<file path="config.mk">
export PLATFORM = sky130hd
export DESIGN_NAME = dmem_ctrl_flat
export DESIGN_NICKNAME = d
export VERILOG_FILES = /design/src/rtl/dmem_ctrl_if.sv /design/src/rtl/dmem_ctrl.sv /design/src/flat_wrapper.sv
export SDC_FILE = /design/constraint.sdc
export NUM_CORES = 1
export LEC_CHECK = 0
export BUFFER_PORTS_ARGS = -buffer_cell sky130_fd_sc_hd__buf_2
export CORE_ASPECT_RATIO = 1.5
export CORE_MARGIN = 4
export CORE_UTILIZATION = 25
export DETAILED_ROUTE_END_ITERATION = 12
export GPL_TIMING_DRIVEN = 0
export PLACE_DENSITY = 0.47
export SYNTH_ARGS = -nofsm -noshare
export SYNTH_HDL_FRONTEND = slang
export SYNTH_SLANG_ARGS = --single-unit
</file>
<file path="constraint.sdc">
create_clock -name clk -period 2.2 [get_ports clk]
set_clock_uncertainty 0.2 [all_clocks]
set_input_delay 0.11 -clock clk [delete_from_list [all_inputs] [get_ports clk]]
set_output_delay 0.11 -clock clk [all_outputs]
set_load 0.02 [all_outputs]
</file>
<file path="src/rtl/dmem_ctrl_if.sv">
// MMIO slave bus between dmem_ctrl and the peripheral fabric.
// Request fields stay stable while mmio_valid is high; mmio_ready completes with mmio_rdata.
interface dmem_ctrl_if;
    logic        mmio_valid;
    logic        mmio_we;
    logic [3:0]  mmio_be;
    logic [31:0] mmio_addr;
    logic [31:0] mmio_wdata;
    logic        mmio_ready;
    logic [31:0] mmio_rdata;

    modport master (
        output mmio_valid, mmio_we, mmio_be, mmio_addr, mmio_wdata,
        input  mmio_ready, mmio_rdata
    );

    modport slave (
        input  mmio_valid, mmio_we, mmio_be, mmio_addr, mmio_wdata,
        output mmio_ready, mmio_rdata
    );
endinterface

</file>
<file path="src/rtl/dmem_ctrl.sv">
// Data-memory controller: BRAM loads return next cycle, MMIO holds the pipeline until ready/timeout.
// Backpressure via mem_hold during MMIO; DONE waits out stall_in so each request issues exactly once.
module dmem_ctrl #(
    parameter int          DMEM_AW   = 12,
    parameter logic [31:0] MMIO_BASE = 32'h8000_0000,
    parameter logic [31:0] MMIO_MASK = 32'hF000_0000,
    parameter int          TIMEOUT   = 255
) (
    input  logic               clk,
    input  logic               Rst,
    input  logic               mem_rea,
    input  logic               mem_wea,
    input  logic [3:0]         mem_en,
    input  logic [31:0]        mem_addr,
    input  logic [31:0]        mem_din,
    input  logic               stall_in,
    output logic [31:0]        mem_dout,
    output logic               mem_hold,
    output logic               bram_en,
    output logic [3:0]         bram_we,
    output logic [DMEM_AW-1:0] bram_addr,
    output logic [31:0]        bram_din,
    input  logic [31:0]        bram_dout,
    dmem_ctrl_if.master        mmio,
    output logic               mmio_err
);
    localparam int CW = (TIMEOUT > 255) ? $clog2(TIMEOUT + 1) : 8;
    localparam logic [CW-1:0] CNT_LAST = CW'(TIMEOUT - 1);

    localparam logic [1:0] ST_IDLE = 2'd0;
    localparam logic [1:0] ST_BUSY = 2'd1;
    localparam logic [1:0] ST_DONE = 2'd2;

    function automatic logic [31:0] rotl8(input logic [31:0] d, input logic [1:0] o);
        case (o)
            2'd1:    rotl8 = {d[23:0], d[31:24]};
            2'd2:    rotl8 = {d[15:0], d[31:16]};
            2'd3:    rotl8 = {d[7:0],  d[31:8]};
            default: rotl8 = d;
        endcase
    endfunction

    function automatic logic [31:0] rotr8(input logic [31:0] d, input logic [1:0] o);
        case (o)
            2'd1:    rotr8 = {d[7:0],  d[31:8]};
            2'd2:    rotr8 = {d[15:0], d[31:16]};
            2'd3:    rotr8 = {d[23:0], d[31:24]};
            default: rotr8 = d;
        endcase
    endfunction

    logic [1:0]    state_q, state_d;
    logic [CW-1:0] cnt_q, cnt_d;
    logic          we_q, we_d;
    logic [3:0]    be_q, be_d;
    logic [31:0]   addr_q, addr_d;
    logic [31:0]   wdata_q, wdata_d;
    logic [31:0]   rdata_q, rdata_d;
    logic [1:0]    off_q, off_d;
    logic          src_q, src_d;
    logic          err_q, err_d;

    logic [1:0]  off;
    logic        req;
    logic        hit;
    logic [31:0] wdata_al;

    assign off      = mem_addr[1:0];
    assign req      = mem_rea | mem_wea;
    assign hit      = req & ((mem_addr & MMIO_MASK) == MMIO_BASE);
    assign wdata_al = rotl8(mem_din, off);

    assign bram_en   = req & ~hit & (state_q == ST_IDLE);
    assign bram_we   = mem_wea ? mem_en : 4'b0000;
    assign bram_addr = mem_addr[DMEM_AW+1:2];
    assign bram_din  = wdata_al;

    // Reset gates the hold so a request still on the bus cannot freeze the pipe while in reset.
    assign mem_hold = Rst & (((state_q == ST_IDLE) & hit) | (state_q == ST_BUSY));
    assign mem_dout = rotr8(src_q ? rdata_q : bram_dout, off_q);
    assign mmio_err = err_q;

    assign mmio.mmio_valid = (state_q == ST_BUSY);
    assign mmio.mmio_we    = we_q;
    assign mmio.mmio_be    = be_q;
    assign mmio.mmio_addr  = addr_q;
    assign mmio.mmio_wdata = wdata_q;

    always_comb begin
        state_d = state_q;
        cnt_d   = cnt_q;
        we_d    = we_q;
        be_d    = be_q;
        addr_d  = addr_q;
        wdata_d = wdata_q;
        rdata_d = rdata_q;
        off_d   = off_q;
        src_d   = src_q;
        err_d   = 1'b0;

        case (state_q)
            ST_IDLE: begin
                if (hit) begin
                    we_d    = mem_wea;
                    be_d    = mem_en;
                    addr_d  = mem_addr;
                    wdata_d = wdata_al;
                    cnt_d   = '0;
                    state_d = ST_BUSY;
                end
            end
            ST_BUSY: begin
                cnt_d = cnt_q + CW'(1);
                if (mmio.mmio_ready) begin
                    rdata_d = mmio.mmio_rdata;
                    state_d = ST_DONE;
                end else if (cnt_q == CNT_LAST) begin
                    rdata_d = 32'hFFFF_FFFF;
                    err_d   = 1'b1;
                    state_d = ST_DONE;
                end
            end
            ST_DONE: begin
                // The finished request is still presented here; leave only when the pipe advances.
                if (!stall_in) state_d = ST_IDLE;
            end
            default: state_d = ST_IDLE;
        endcase

        if ((state_q == ST_IDLE) || (state_q == ST_DONE)) begin
            off_d = off;
            src_d = hit;
        end
    end

    always_ff @(posedge clk or negedge Rst) begin
        if (!Rst) begin
            state_q <= ST_IDLE;
            cnt_q   <= '0;
            we_q    <= 1'b0;
            be_q    <= 4'b0000;
            addr_q  <= 32'h0;
            wdata_q <= 32'h0;
            rdata_q <= 32'h0;
            off_q   <= 2'b00;
            src_q   <= 1'b0;
            err_q   <= 1'b0;
        end else begin
            state_q <= state_d;
            cnt_q   <= cnt_d;
            we_q    <= we_d;
            be_q    <= be_d;
            addr_q  <= addr_d;
            wdata_q <= wdata_d;
            rdata_q <= rdata_d;
            off_q   <= off_d;
            src_q   <= src_d;
            err_q   <= err_d;
        end
    end
endmodule

</file>
<file path="src/flat_wrapper.sv">
// flat-port wrapper written by rule: the top's interface ports become plain ports
module dmem_ctrl_flat 
#(
    parameter int          DMEM_AW   = 12,
    parameter logic [31:0] MMIO_BASE = 32'h8000_0000,
    parameter logic [31:0] MMIO_MASK = 32'hF000_0000,
    parameter int          TIMEOUT   = 255
)
  (clk, Rst, mem_rea, mem_wea, mem_en, mem_addr, mem_din, stall_in, mem_dout, mem_hold, bram_en, bram_we, bram_addr, bram_din, bram_dout, mmio_err, mmio_mmio_valid, mmio_mmio_we, mmio_mmio_be, mmio_mmio_addr, mmio_mmio_wdata, mmio_mmio_ready, mmio_mmio_rdata);
  dmem_ctrl_if mmio_i ();
  input  logic clk;
  input  logic Rst;
  input  logic mem_rea;
  input  logic mem_wea;
  input  logic [3:0] mem_en;
  input  logic [31:0] mem_addr;
  input  logic [31:0] mem_din;
  input  logic stall_in;
  output logic [31:0] mem_dout;
  output logic mem_hold;
  output logic bram_en;
  output logic [3:0] bram_we;
  output logic [DMEM_AW-1:0] bram_addr;
  output logic [31:0] bram_din;
  input  logic [31:0] bram_dout;
  output logic mmio_err;
  output wire logic [$bits(mmio_i.mmio_valid)-1:0] mmio_mmio_valid;
  output wire logic [$bits(mmio_i.mmio_we)-1:0] mmio_mmio_we;
  output wire logic [$bits(mmio_i.mmio_be)-1:0] mmio_mmio_be;
  output wire logic [$bits(mmio_i.mmio_addr)-1:0] mmio_mmio_addr;
  output wire logic [$bits(mmio_i.mmio_wdata)-1:0] mmio_mmio_wdata;
  input wire logic [$bits(mmio_i.mmio_ready)-1:0] mmio_mmio_ready;
  input wire logic [$bits(mmio_i.mmio_rdata)-1:0] mmio_mmio_rdata;
  assign mmio_mmio_valid = mmio_i.mmio_valid;
  assign mmio_mmio_we = mmio_i.mmio_we;
  assign mmio_mmio_be = mmio_i.mmio_be;
  assign mmio_mmio_addr = mmio_i.mmio_addr;
  assign mmio_mmio_wdata = mmio_i.mmio_wdata;
  assign mmio_i.mmio_ready = mmio_mmio_ready;
  assign mmio_i.mmio_rdata = mmio_mmio_rdata;
  dmem_ctrl #(.DMEM_AW(DMEM_AW), .MMIO_BASE(MMIO_BASE), .MMIO_MASK(MMIO_MASK), .TIMEOUT(TIMEOUT)) u_core (.clk(clk), .Rst(Rst), .mem_rea(mem_rea), .mem_wea(mem_wea), .mem_en(mem_en), .mem_addr(mem_addr), .mem_din(mem_din), .stall_in(stall_in), .mem_dout(mem_dout), .mem_hold(mem_hold), .bram_en(bram_en), .bram_we(bram_we), .bram_addr(bram_addr), .bram_din(bram_din), .bram_dout(bram_dout), .mmio(mmio_i), .mmio_err(mmio_err));
endmodule
</file>
* Yosys cells after proc, flatten, opt, wreduce, memory -nomap -nowiden *
Cells that the tools add are included.

operators by class
  add/sub/neg operators = 1
  equal/unequal tests = 13
  mux-type cells = 16
  bitwise logic cells = 8
  reduce and logical (&&, ||, !) cells = 8

operators with widths
  operator                                                         count
  32-bit case mux with 3 select lines                              2
  32-bit 2-to-1 mux                                                3
  8-bit case mux with 2 select lines                               1
  2-bit == test, second input constant                             5
  8-bit by 1-bit adder with 8-bit output, second input constant    1
  8-bit == test, second input constant                             1
  2-bit 2-to-1 mux                                                 4
  8-bit 2-to-1 mux                                                 1
  2-bit by 1-bit == test with 1-bit output, second input constant  3
  2-bit case mux with 3 select lines                               1
  2-bit AND reduction                                              3
  1-bit bitwise AND                                                5
  4-bit == test, second input constant                             1
  4-bit 2-to-1 mux                                                 1
  2-bit nonzero test                                               2
  1-bit 2-to-1 mux                                                 3
  3-bit by 1-bit != test with 1-bit output, second input constant  1
  3-bit AND reduction                                              1
  2-bit zero test                                                  1
  2-bit by 1-bit != test with 1-bit output, second input constant  1
  2-bit != test, second input constant                             1
  1-bit OR                                                         2
  1-bit logical OR                                                 1
  1-bit NOT                                                        1

storage, ports and cells
  register bits after elaboration = 115
  output and inout bits = 153

* Depth between registers and ports, before layout *
Gate-level depths: netlist (run 1).

  depth in word-level cells = 5
  mapped depth = 6
  gate-level depth less buffers = 5

* Worst setup path before layout (run 1) *
OpenSTA, ideal clock, no wires.

  path type = reg2out
  start = register u_core.src_q
  end = output mem_dout[10]
  data arrival time = 1.749 ns
  required time = 1.890 ns
  slack = 0.141 ns
  cell stages (with the launch flop) = 5
  buffers on the path = 2
  path through = dfrtp_1 > clkbuf_1 > buf_2 > mux4_2 > mux2_2

between the ends
  longest elaborated chain between the ends = 2

ends and longest elaborated chain
  what                                 line                text
  start: declaration                   dmem_ctrl.sv:60     logic src_q, src_d;
  start signal: assignment             dmem_ctrl.sv:157    src_q <= src_d;
  32-bit 2-to-1 mux                    dmem_ctrl.sv:80     assign mem_dout = rotr8(src_q ? rdata_q : bram_dout, off_q);
  32-bit case mux with 3 select lines  dmem_ctrl.sv:44     case (o)
  end: declaration                     flat_wrapper.sv:19  output logic [31:0] mem_dout;

No other way between the ends.

* Worst setup path after layout (run 1) *
  start = register u_core.src_q
  end = output mem_dout[26]

Same word-level chain as after synthesis.

==> results_dict.tcl, run 1 <==
set metrics [dict create \
    drtIter0Drc 202 \
    htree_levels 4 \
    dp_slack_ps -203 \
    postRouteAntennaNets 0 \
    hpwl_um 17200 \
    grt_pass1_vias 5926 \
    antenna_found_initial 2 \
    rr_startpoint "u_core.state_q[0]" \
    area_growth_pct 61.0 \
    wl_per_cell_um 19.8 \
    cts_tree "done" \
    cts_buffers 17 \
    slew_viol_final 0 \
    initial_core_util 0.254 \
    maxSlewHeadroom 0.678 \
    cp.arrival_ps 2030 \
    fmax_mhz 427 \
    crit_path_start_kind "register" \
    rsz0062_at_grt "true" \
    violations "negative setup slack" \
    synth_cell_types 35 \
    ir_drop_uv 501 \
    wl_met2_um 12700 \
    cp.required_ps 1890 \
    io_pins 291 \
    nNetsFinal 972 \
    drtPass1Iterations 5 \
    ys_ff_latch 115 \
    cp_cell_sequence "buf_12 -> buf_12 -> mux4_2 -> mux2_4 -> buf_2" \
    rows 72 \
    critPathKind "register to output pin" \
    syn_area_per_cell_um2 15.9 \
    grt_start_max_net_pins 90 \
    p_leak_nw 4.98 \
    min-delay-start "mem_din[5]" \
    fp.dieW_um 140 \
    clock_latency_ps 410 \
    clockBufferDepth 2 \
    nFillCells 2437 \
    min_period_ps 2340 \
    yosys_most_used_dff "dfrtp_1" \
    synth_fp_nets 552 \
    fin_ws_ps -144 \
    slowest_delay_ps 520 \
    grt_util_all_layers 0.156 \
    met1_length_um 8360 \
    drive_gt1_frac 0.636 \
    pwr_density_cell_mw_per_mm2 840 \
    remaining_drc_errors 0 \
    crit_fanout 8 \
    finalCritPeriodShare 1.07 \
    synth-edff-count 0 \
    fin_tns_setup_ps -3910 \
    path_clk_slew_ps 50 \
    cp_slowest_cell "mux4_2" \
    fp.dieArea_mm2 0.0289 \
    dr.max_layer_used "met4" \
    async_flop_share 1.00 \
    vias_per_cell 4.71 \
    grt.overflow.total 0 \
    critPathCaptureType "output pin" \
    cp-startpoint "u_core.src_q" \
    syn_inst 412 \
    max_cap_viol_count 0 \
    synth-seq-area-share 0.440 \
    final_area_mm2 0.0105 \
    syn-cell-area_mm2 0.00655 \
    via_count 5539 \
    hold_violations 0 \
    hold_path_class "input port to register" \
    status "finished with violations" \
    dr_wl_met3_um 1600 \
    grt_pass1_wl_um 34600 \
    yosys_warnings 0 \
    crit_top_cell "buf_12" \
    io_buffers 288 \
    dpl_cell_area_mm2 0.00844 \
    fp.dieH_um 206 \
    worst_slew_pin_slew_ps 482 \
    routabilityCongestion 0.803 \
    cts_sinks 115 \
    cts_root_buffer "clkbuf_16" \
    core-area_mm2 0.0258 \
    drt_wl_total_um 23300 \
    finalSetupViolCount 32 \
]
==> through the flow <==
step | hold WS [ps] | power (W) | instances | utilization
finish | 23.4 | 0.00885 | 1175 | 0.409
global route | 21.4 | 0.00930 | 1174 | 0.409
CTS | 3.04 | 0.00882 | 1168 | 0.393
detailed placement | -196 | 0.00595 | 1034 | 0.327
global placement | 139 | 0.00593 | 1033 | 0.326
floorplan | -386 | 0.00487 | 412 | -
==> area by class of cell <==
| cell class | count | area, um2 | area share |
|---|---|---|---|
| multi-input cells | 248 | 3470 | 0.329 |
| diodes | 2 | 5.00 | 0.000475 |
| clock buffers | 19 | 443 | 0.0420 |
| flip-flops and latches | 115 | 2880 | 0.273 |
| well taps | 333 | 417 | 0.0395 |
| inverters | 2 | 7.51 | 0.000713 |
| repair buffers | 404 | 2850 | 0.270 |
| plain buffers | 44 | 375 | 0.0356 |
| clock inverters | 8 | 90.1 | 0.00855 |
==> cells in the final DEF (no fill, tap or decap), types with 3 or more instances in the layout <==
master         instances
dlygate4sd3_1        107
o21ai_0                5
mux2_4                74
buf_6                 31
mux2_2                26
clkbuf_16             20
clkinv_2               6
o22a_1                32
clkbuf_8               3
clkbuf_2               6
nand4_1                3
buf_2                267
and2_1                 8
buf_12                 5
nor3_1                 3
dfrtp_1              113
nand2_1                7
nand3_1                4
mux4_2                64
buf_4                 18
clkbuf_4               5
==> sequential cells by signal, summed over array words and instances (netlist names), 2 cells and up <==
name / flops
u_core.mmio.mmio_addr: 32
u_core.mmio.mmio_wdata: 32
u_core.state_q: 2
u_core.cnt_q: 8
u_core.rdata_q: 32
u_core.mmio.mmio_be: 4
u_core.off_q: 2
==> routing by layer <==
metal	vias to the layer above	track usage
met2	275	0.289
met1	2773	0.168
met5	-	0
li1	2461	-
met3	30	0.0440
met4	0	0.0537
==> worst max-delay path, delay by kind of cell, from the launching register on <==
kind	cells	cell delay, ps
buffers and inverters	3	450
flip-flops	1	370
multiplexers	2	800
==> cells by family after synthesis <==
family | count (synthesis) | synth area share
mux | 164 | 0.422
flops | 115 | 0.440
buf+inv | 49 | 0.0453
compound gates | 46 | 0.0575
simple gates | 36 | 0.0321
fa+ha+maj | 2 | 0.00382
==> worst paths after layout <==
kind	endpoint	slack (ps)	cells past startpoint
worst max-delay path	mem_dout[26]	-140	5
worst min-delay path	u_core.mmio.mmio_wdata[5]	20	3
worst max register to register	u_core.rdata_q[7]	180	5
worst min register to register	u_core.mmio.mmio_addr[31]	270	1
max in group asynchronous	u_core.mmio.mmio_addr[23]	1280	3
min in group asynchronous	u_core.rdata_q[16]	40	3
==> synth_stat cells, types with 3 or more instances <==
cell | count | area [um2]
mux4_2 | 64 | 1440
nand4_1 | 3 | 18.8
nand3_1 | 4 | 20.0
mux2_4 | 51 | 766
buf_2 | 12 | 60.1
clkbuf_1 | 14 | 52.6
dfrtp_1 | 115 | 2880
o21ai_0 | 6 | 30.0
nor3_1 | 3 | 15.0
buf_6 | 7 | 78.8
mux2_2 | 49 | 552
nand2_1 | 7 | 26.3
and2_1 | 8 | 50.1
o22a_1 | 32 | 280
buf_4 | 12 | 90.1
==> power by group <==
group | internal [W] | leakage (nW) | switching (W) | total (W)
clock network | 0.00165 | 0.270 | 0.000949 | 0.00260
logic | 0.00159 | 3.34 | 0.00150 | 0.00310
registers | 0.00272 | 1.37 | 0.000428 | 0.00315
==> repair_timing <==
| action | in CTS | in global routing |
|---|---|---|
| gates resized for setup | 22 | 100 |
| endpoints found under the setup margin | 62 | 115 |
| gates cloned | 0 | 3 |
| endpoints found under the hold margin | 209 | 0 |
| hold buffers | 108 | 0 |
| setup buffers | 2 | 2 |
No activity file was read; power rests on OpenSTA's default activity.
==> inputs of run 2 (changes only) <==
--- a/config.mk
+++ b/config.mk
@@ -5,13 +5,15 @@
 export SDC_FILE = /design/constraint.sdc
 export NUM_CORES = 1
 export LEC_CHECK = 0
+export ABC_AREA = 1
 export BUFFER_PORTS_ARGS = -buffer_cell sky130_fd_sc_hd__buf_2
 export CORE_ASPECT_RATIO = 1.5
 export CORE_MARGIN = 4
 export CORE_UTILIZATION = 25
 export DETAILED_ROUTE_END_ITERATION = 12
 export GPL_TIMING_DRIVEN = 0
-export PLACE_DENSITY = 0.47
+export HOLD_SLACK_MARGIN = 0.12
+export PLACE_DENSITY = 0.46
 export SYNTH_ARGS = -nofsm -noshare
 export SYNTH_HDL_FRONTEND = slang
 export SYNTH_SLANG_ARGS = --single-unit
==> run 2 against run 1 <==
  * The run ends with negative hold slack left
  * Area after synthesis up 11%
  * Via count up 59%
  * Hold slack worse by 100 ps
  * Critical path depth up 1
==> results_dict.tcl, run 2 <==
set metrics [dict create \
    stdcell_count 1930 \
    final_cell_mix "nand2_1, buf_2, nand3_1" \
    final_common_cell "nand2_1" \
    area_growth_pct 56.9 \
    cts_hold_buf 131 \
    io_pins 291 \
    postRouteAntennaNets 0 \
    worst_slew_pin_slew_ps 588 \
    max_cap_viol_count 0 \
    drtPass1Iterations 5 \
    cp-startpoint "u_core.off_q[1]" \
    synth.most_common_cell "nand2_1" \
    drive_gt1_frac 0.305 \
    fmax_mhz 465 \
    core-area_mm2 0.0287 \
    yosys_warnings 0 \
    synth_common_cells "nand2_1, nand3_1, dfrtp_1" \
    fp.dieH_um 217 \
    status "finished with violations" \
    fin_tns_setup_ps 0 \
    grt_start_max_net_pins 78 \
    critPathCaptureType "output pin" \
    via_count 8782 \
    htree_levels 4 \
    vias_per_cell 4.55 \
    cts_root_buffer "clkbuf_16" \
    cp_slowest_cell "dfrtp_1" \
    crit_fanout 10 \
    yosys_most_used_dff "dfrtp_1" \
    violations "negative hold slack" \
    diodes 0 \
    swShare 0.381 \
    synth-edff-count 0 \
    synth_top_area_frac 0.396 \
    synth-seq-area-share 0.396 \
    grt.overflow.total 0 \
    nNetsFinal 1667 \
    grt_pass1_wl_um 51500 \
    crit_buf_inv 3 \
    min_period_ps 2150 \
    power_w 0.00884 \
    seqPwrFrac 0.357 \
    drtIter0Drc 403 \
    initial_core_util 0.253 \
    path_clk_slew_ps 60 \
    crit_top_cell "nand2_1" \
    path_delay_family "buffers and inverters" \
    rr_startpoint "u_core.state_q[1]" \
    pwr_density_cell_mw_per_mm2 776 \
    slew_viol_final 0 \
    rsz0062_at_grt "true" \
    cts_buffers 17 \
    slowest_delay_ps 460 \
    holdWs_ps -77.9 \
    intPower_w 0.00547 \
    remaining_drc_errors 0 \
    grt_util_all_layers 0.206 \
    grt_pass1_vias 9195 \
    synth_fp_nets 1227 \
    rows 76 \
    cp.arrival_ps 1840 \
    antenna_found_initial 0 \
    synth_cell_types 25 \
    synth_area_leaders "dfrtp_1, nand2_1, nand3_1" \
    io_buffers 289 \
    async_flop_share 1.00 \
    hold_violations 20 \
    fp.dieArea_mm2 0.0319 \
    finalSetupViolCount 0 \
    maxSlewHeadroom 0.608 \
    p_clk_frac 0.295 \
    ir_drop_uv 509 \
    dp.cells 1767 \
    p_leak_nw 5.95 \
    routabilityCongestion 0.901 \
    finalCritPeriodShare 0.977 \
    syn-cell-area_mm2 0.00726 \
    cts_sinks 115 \
    nFillCells 3124 \
    hpwl_um 25100 \
    synth_area_leader_cell "dfrtp_1" \
    utilization 0.397 \
    wl_per_cell_um 17.2 \
    syn_inst 1087 \
    crit_path_start_kind "register" \
    syn_area_per_cell_um2 6.68 \
    p_sw_w 0.00336 \
    cts_tree "done" \
    drt_wl_total_um 33200 \
    ys_ff_latch 115 \
    critPathKind "register to output pin" \
    hold_path_class "input port to asynchronous set/reset pin" \
    comb_power_share 0.348 \
    clock_latency_ps 410 \
    clockBufferDepth 2 \
    cp_cell_sequence "nand2_1 -> inv_1 -> clkbuf_2 -> nand2_1 -> nand4_1 -> buf_2" \
    fp.dieW_um 147 \
    cp.required_ps 1890 \
]
## run 2: worst register-to-register path: stages, from the launching register on
cell and delay (ps):
dfrtp_2 430, nor2_2 150, nand2_2 100, nor2_2 170, buf_4 240, nand3_1 100
dlygate4sd3_1 560, nand2_1 60
## run 2: cell type report
type,count,area (um2),share of cell area
well taps,390,488,0.0429
repair buffers,422,2910,0.255
flip-flops and latches,115,2880,0.253
clock buffers,19,433,0.0380
multi-input cells,815,3740,0.328
clock inverters,13,114,0.0100
inverters,76,285,0.0251
plain buffers,80,539,0.0474
## run 2: final timing paths
path	end	slack [ps]	cells past startpoint
setup / recovery	mem_dout[13]	50	6
hold / removal	u_core.mmio.mmio_be[1]	-80	7
setup reg to reg	u_core.mmio.mmio_wdata[4]	140	7
hold reg to reg	u_core.mmio.mmio_addr[31]	260	1
max in group asynchronous	u_core.rdata_q[22]	970	9
min in group clk	u_core.mmio.mmio_wdata[19]	110	7
## run 2: cell families after synthesis
logic type | share of synthesized area
AO/OA/AOI/OAI | 0.0431
AND/OR/NAND/NOR | 0.454
buffers and inverters | 0.103
adder cells (fa/ha/maj) | 0.00345
flip-flops | 0.396
## run 2: what timing repair did
item,in CTS,in global routing
gates resized for setup,81,21
pin swaps,1,0
endpoints found under the hold margin,213,76
setup buffers,0,1
setup endpoints to repair,33,46
## run 2: power by group through the flow
stage	clock network, W	logic (W)	registers (W)
6_report	0.00261	0.00308	0.00315
5_1_grt	0.00279	0.00338	0.00324
4_1_cts	0.00271	0.00310	0.00316
3_5_place_dp	0	0.00283	0.00318
3_3_place_gp	0	0.00282	0.00316
2_1_floorplan	0	0.00131	0.00349
## run 2: per-layer routing
metal | GRT usage | up-vias | share of wire
met3 | 0.0519 | 56 | 0.071
met5 | 0 | - | 0
met1 | 0.212 | 4059 | 0.36
met4 | 0.0892 | 0 | 0.032
met2 | 0.390 | 346 | 0.53
li1 | - | 4321 | -
## run 2: through the flow
stage	cell area [um2]	setup WS [ps]
2_1_floorplan	7260	556
3_3_place_gp	9190	-973
3_5_place_dp	9230	-151
4_1_cts	11300	4.14
5_1_grt	11400	-68.6
6_report	11400	51.2
==> inputs of run 3 (changes only) <==
--- a/config.mk
+++ b/config.mk
@@ -9,11 +9,11 @@
 export BUFFER_PORTS_ARGS = -buffer_cell sky130_fd_sc_hd__buf_2
 export CORE_ASPECT_RATIO = 1.5
 export CORE_MARGIN = 4
-export CORE_UTILIZATION = 25
+export CORE_UTILIZATION = 50
 export DETAILED_ROUTE_END_ITERATION = 12
 export GPL_TIMING_DRIVEN = 0
 export HOLD_SLACK_MARGIN = 0.12
-export PLACE_DENSITY = 0.46
+export PLACE_DENSITY = 0.81
 export SYNTH_ARGS = -nofsm -noshare
 export SYNTH_HDL_FRONTEND = slang
 export SYNTH_SLANG_ARGS = --single-unit
==> constraint.sdc (replaced) <==
create_clock -name clk -period 1.98 [get_ports clk]
set_clock_uncertainty 0.2 [all_clocks]
set_input_delay 0.099 -clock clk [delete_from_list [all_inputs] [get_ports clk]]
set_output_delay 0.099 -clock clk [all_outputs]
set_load 0.02 [all_outputs]
==> run 3 against run 2 <==
  * The flow finishes with violations (negative hold slack, negative setup slack)
  * Sequential power is 13% higher
  * Via count is 11% higher
  * Die area is 48% lower
  * Largest power group is now combinational cells
  * First-iteration DRC count is 110% higher
  * Setup slack worse by 150 ps
  * Wire length is 0.86% lower
  * Largest cell class unchanged
  * Core utilization is 41 points higher
==> results_dict.tcl, run 3 (synthesis results as in run 2) <==
set metrics [dict create \
    comb_power_share 0.353 \
    finalCritPeriodShare 1.05 \
    slew_viol_final 0 \
    cts_root_buffer "clkbuf_16" \
    crit_fanout 10 \
    vias_per_cell 5.66 \
    critPathKind "register to output pin" \
    grt_util_all_layers 0.396 \
    p_clk_frac 0.299 \
    hpwl_um 20800 \
    finalSetupViolCount 30 \
    p_sw_w 0.00393 \
    drive_gt1_frac 0.324 \
    p_leak_nw 6.05 \
    seqPwrFrac 0.348 \
    cts_sinks 115 \
    io_pins 291 \
    fp.dieH_um 156 \
    cp.required_ps 1680 \
    hold_violations 9 \
    clock_latency_ps 420 \
    remaining_drc_errors 0 \
    grt_start_max_net_pins 68 \
    fp.dieW_um 106 \
    htree_levels 4 \
    drt_wl_total_um 32900 \
    fin_ws_ps -97.6 \
    status "finished with violations" \
    swShare 0.385 \
    fin_tns_setup_ps -1220 \
    hold_path_class "input port to asynchronous set/reset pin" \
    wl_per_cell_um 19.1 \
    nNetsFinal 1657 \
    crit_path_start_kind "register" \
    area_growth_pct 56.6 \
    drtIter0Drc 844 \
    intPower_w 0.00629 \
    path_clk_slew_ps 60 \
    cp.arrival_ps 1780 \
    grt.overflow.total 0 \
    rows 53 \
    initial_core_util 0.514 \
    routabilityCongestion 0.996 \
    postRouteAntennaNets 0 \
    fmax_mhz 481 \
    antenna_found_initial 0 \
    maxSlewHeadroom 0.660 \
    pwr_density_cell_mw_per_mm2 899 \
    violations "negative hold slack, negative setup slack" \
    dp.cells 1569 \
    cts_hold_buf 113 \
    core-area_mm2 0.0141 \
    min_period_ps 2080 \
    io_buffers 289 \
    holdWs_ps -26.8 \
    cts_buffers 17 \
    via_count 9744 \
    critPathCaptureType "output pin" \
    clockBufferDepth 2 \
    worst_slew_pin_slew_ps 510 \
    ir_drop_uv 858 \
    max_cap_viol_count 0 \
    fp.dieArea_mm2 0.0165 \
    final_cell_mix "nand2_1, buf_2, nand3_1" \
    grt_pass1_vias 10293 \
    final_common_cell "nand2_1" \
    drtPass1Iterations 8 \
    rsz0062_at_grt "true" \
    stdcell_count 1723 \
    grt_pass1_wl_um 51600 \
    cts_tree "done" \
]
run 3: cell count changes in the layout (fill, tap and decap cells not counted), moves of 4 or more:
cell,before,now
o21ai_4,3,25
buf_2,310,291
buf_4,26,44
dlygate4sd3_1,124,111
o21ai_1,11,0
buf_6,11,20
o21ai_2,15,7
buf_16,6,1
clkbuf_2,4,0
clkbuf_8,1,5
nand2_1,486,482
run 3: metrics by stage:
stage	utilization	hold slack, ps	total power [W]	instance area, um2	worst slack (ps)
3_3_place_gp	0.633	99.9	0.00649	8940	-1040
5_1_grt	0.805	47.9	0.0107	11400	-157
2_1_floorplan	-	-397	0.00534	7260	347
4_1_cts	0.793	-6.15	0.00998	11200	-45.0
6_report	0.805	-26.8	0.0102	11400	-97.6
3_5_place_dp	0.636	-127	0.00658	8980	-204
run 3: power groups by stage:
stage / sequential [W] / combinational (W) / clock (W)
floorplan: 0.00388 / 0.00146 / 0
global placement: 0.00350 / 0.00299 / 0
detailed placement: 0.00352 / 0.00306 / 0
CTS: 0.00350 / 0.00342 / 0.00306
global route: 0.00362 / 0.00388 / 0.00317
finish: 0.00355 / 0.00361 / 0.00306
run 3: layer usage:
layer  vias up  global-route usage  wire length [um]
li1       4301                   -                 -
met1      4422               0.389             10700
met2       756               0.701             16500
met3       265               0.104              2940
met4         0               0.307              2850
met5         -                   0                 0
run 3: repair_timing:
| action | CTS | global route |
|---|---|---|
| resized for setup | 155 | 43 |
| hold endpoints to repair | 215 | 48 |
| setup endpoints to repair | 33 | 38 |
| setup buffers | 5 | 3 |
| pin swaps | 12 | 9 |
| cloned | 1 | 0 |
run 3: worst paths after layout:
kind / start / to / slack (ps) / cells after the start
hold reg to reg: u_core.mmio.mmio_addr[9] / u_core.mmio.mmio_addr[9] / 270 / 2
max in group asynchronous: Rst / u_core.off_q[1] / 900 / 3
setup reg to reg: u_core.cnt_q[0] / u_core.rdata_q[14] / 170 / 8
setup / recovery: u_core.src_q / mem_dout[3] / -100 / 5
hold / removal: Rst / u_core.mmio.mmio_be[1] / -30 / 2
min in group clk: mem_addr[1] / u_core.mmio.mmio_wdata[19] / 120 / 7
run 3: area by class of cell:
type	instances	area, um2
clock inverters	15	156
flip-flops and latches	115	2880
diodes	1	2.50
plain buffers	81	627
fillers	946	2760
multi-input cells	815	3990
well taps	192	240
repair buffers	411	2760
inverters	76	285
clock buffers	17	425
run 3: worst max-delay path, cell delays in order (launching register included):
cell and delay (ps):
dfrtp_1 410, clkbuf_4 290, o21ai_4 280, nand2_1 90, nand4_1 120, buf_2 180
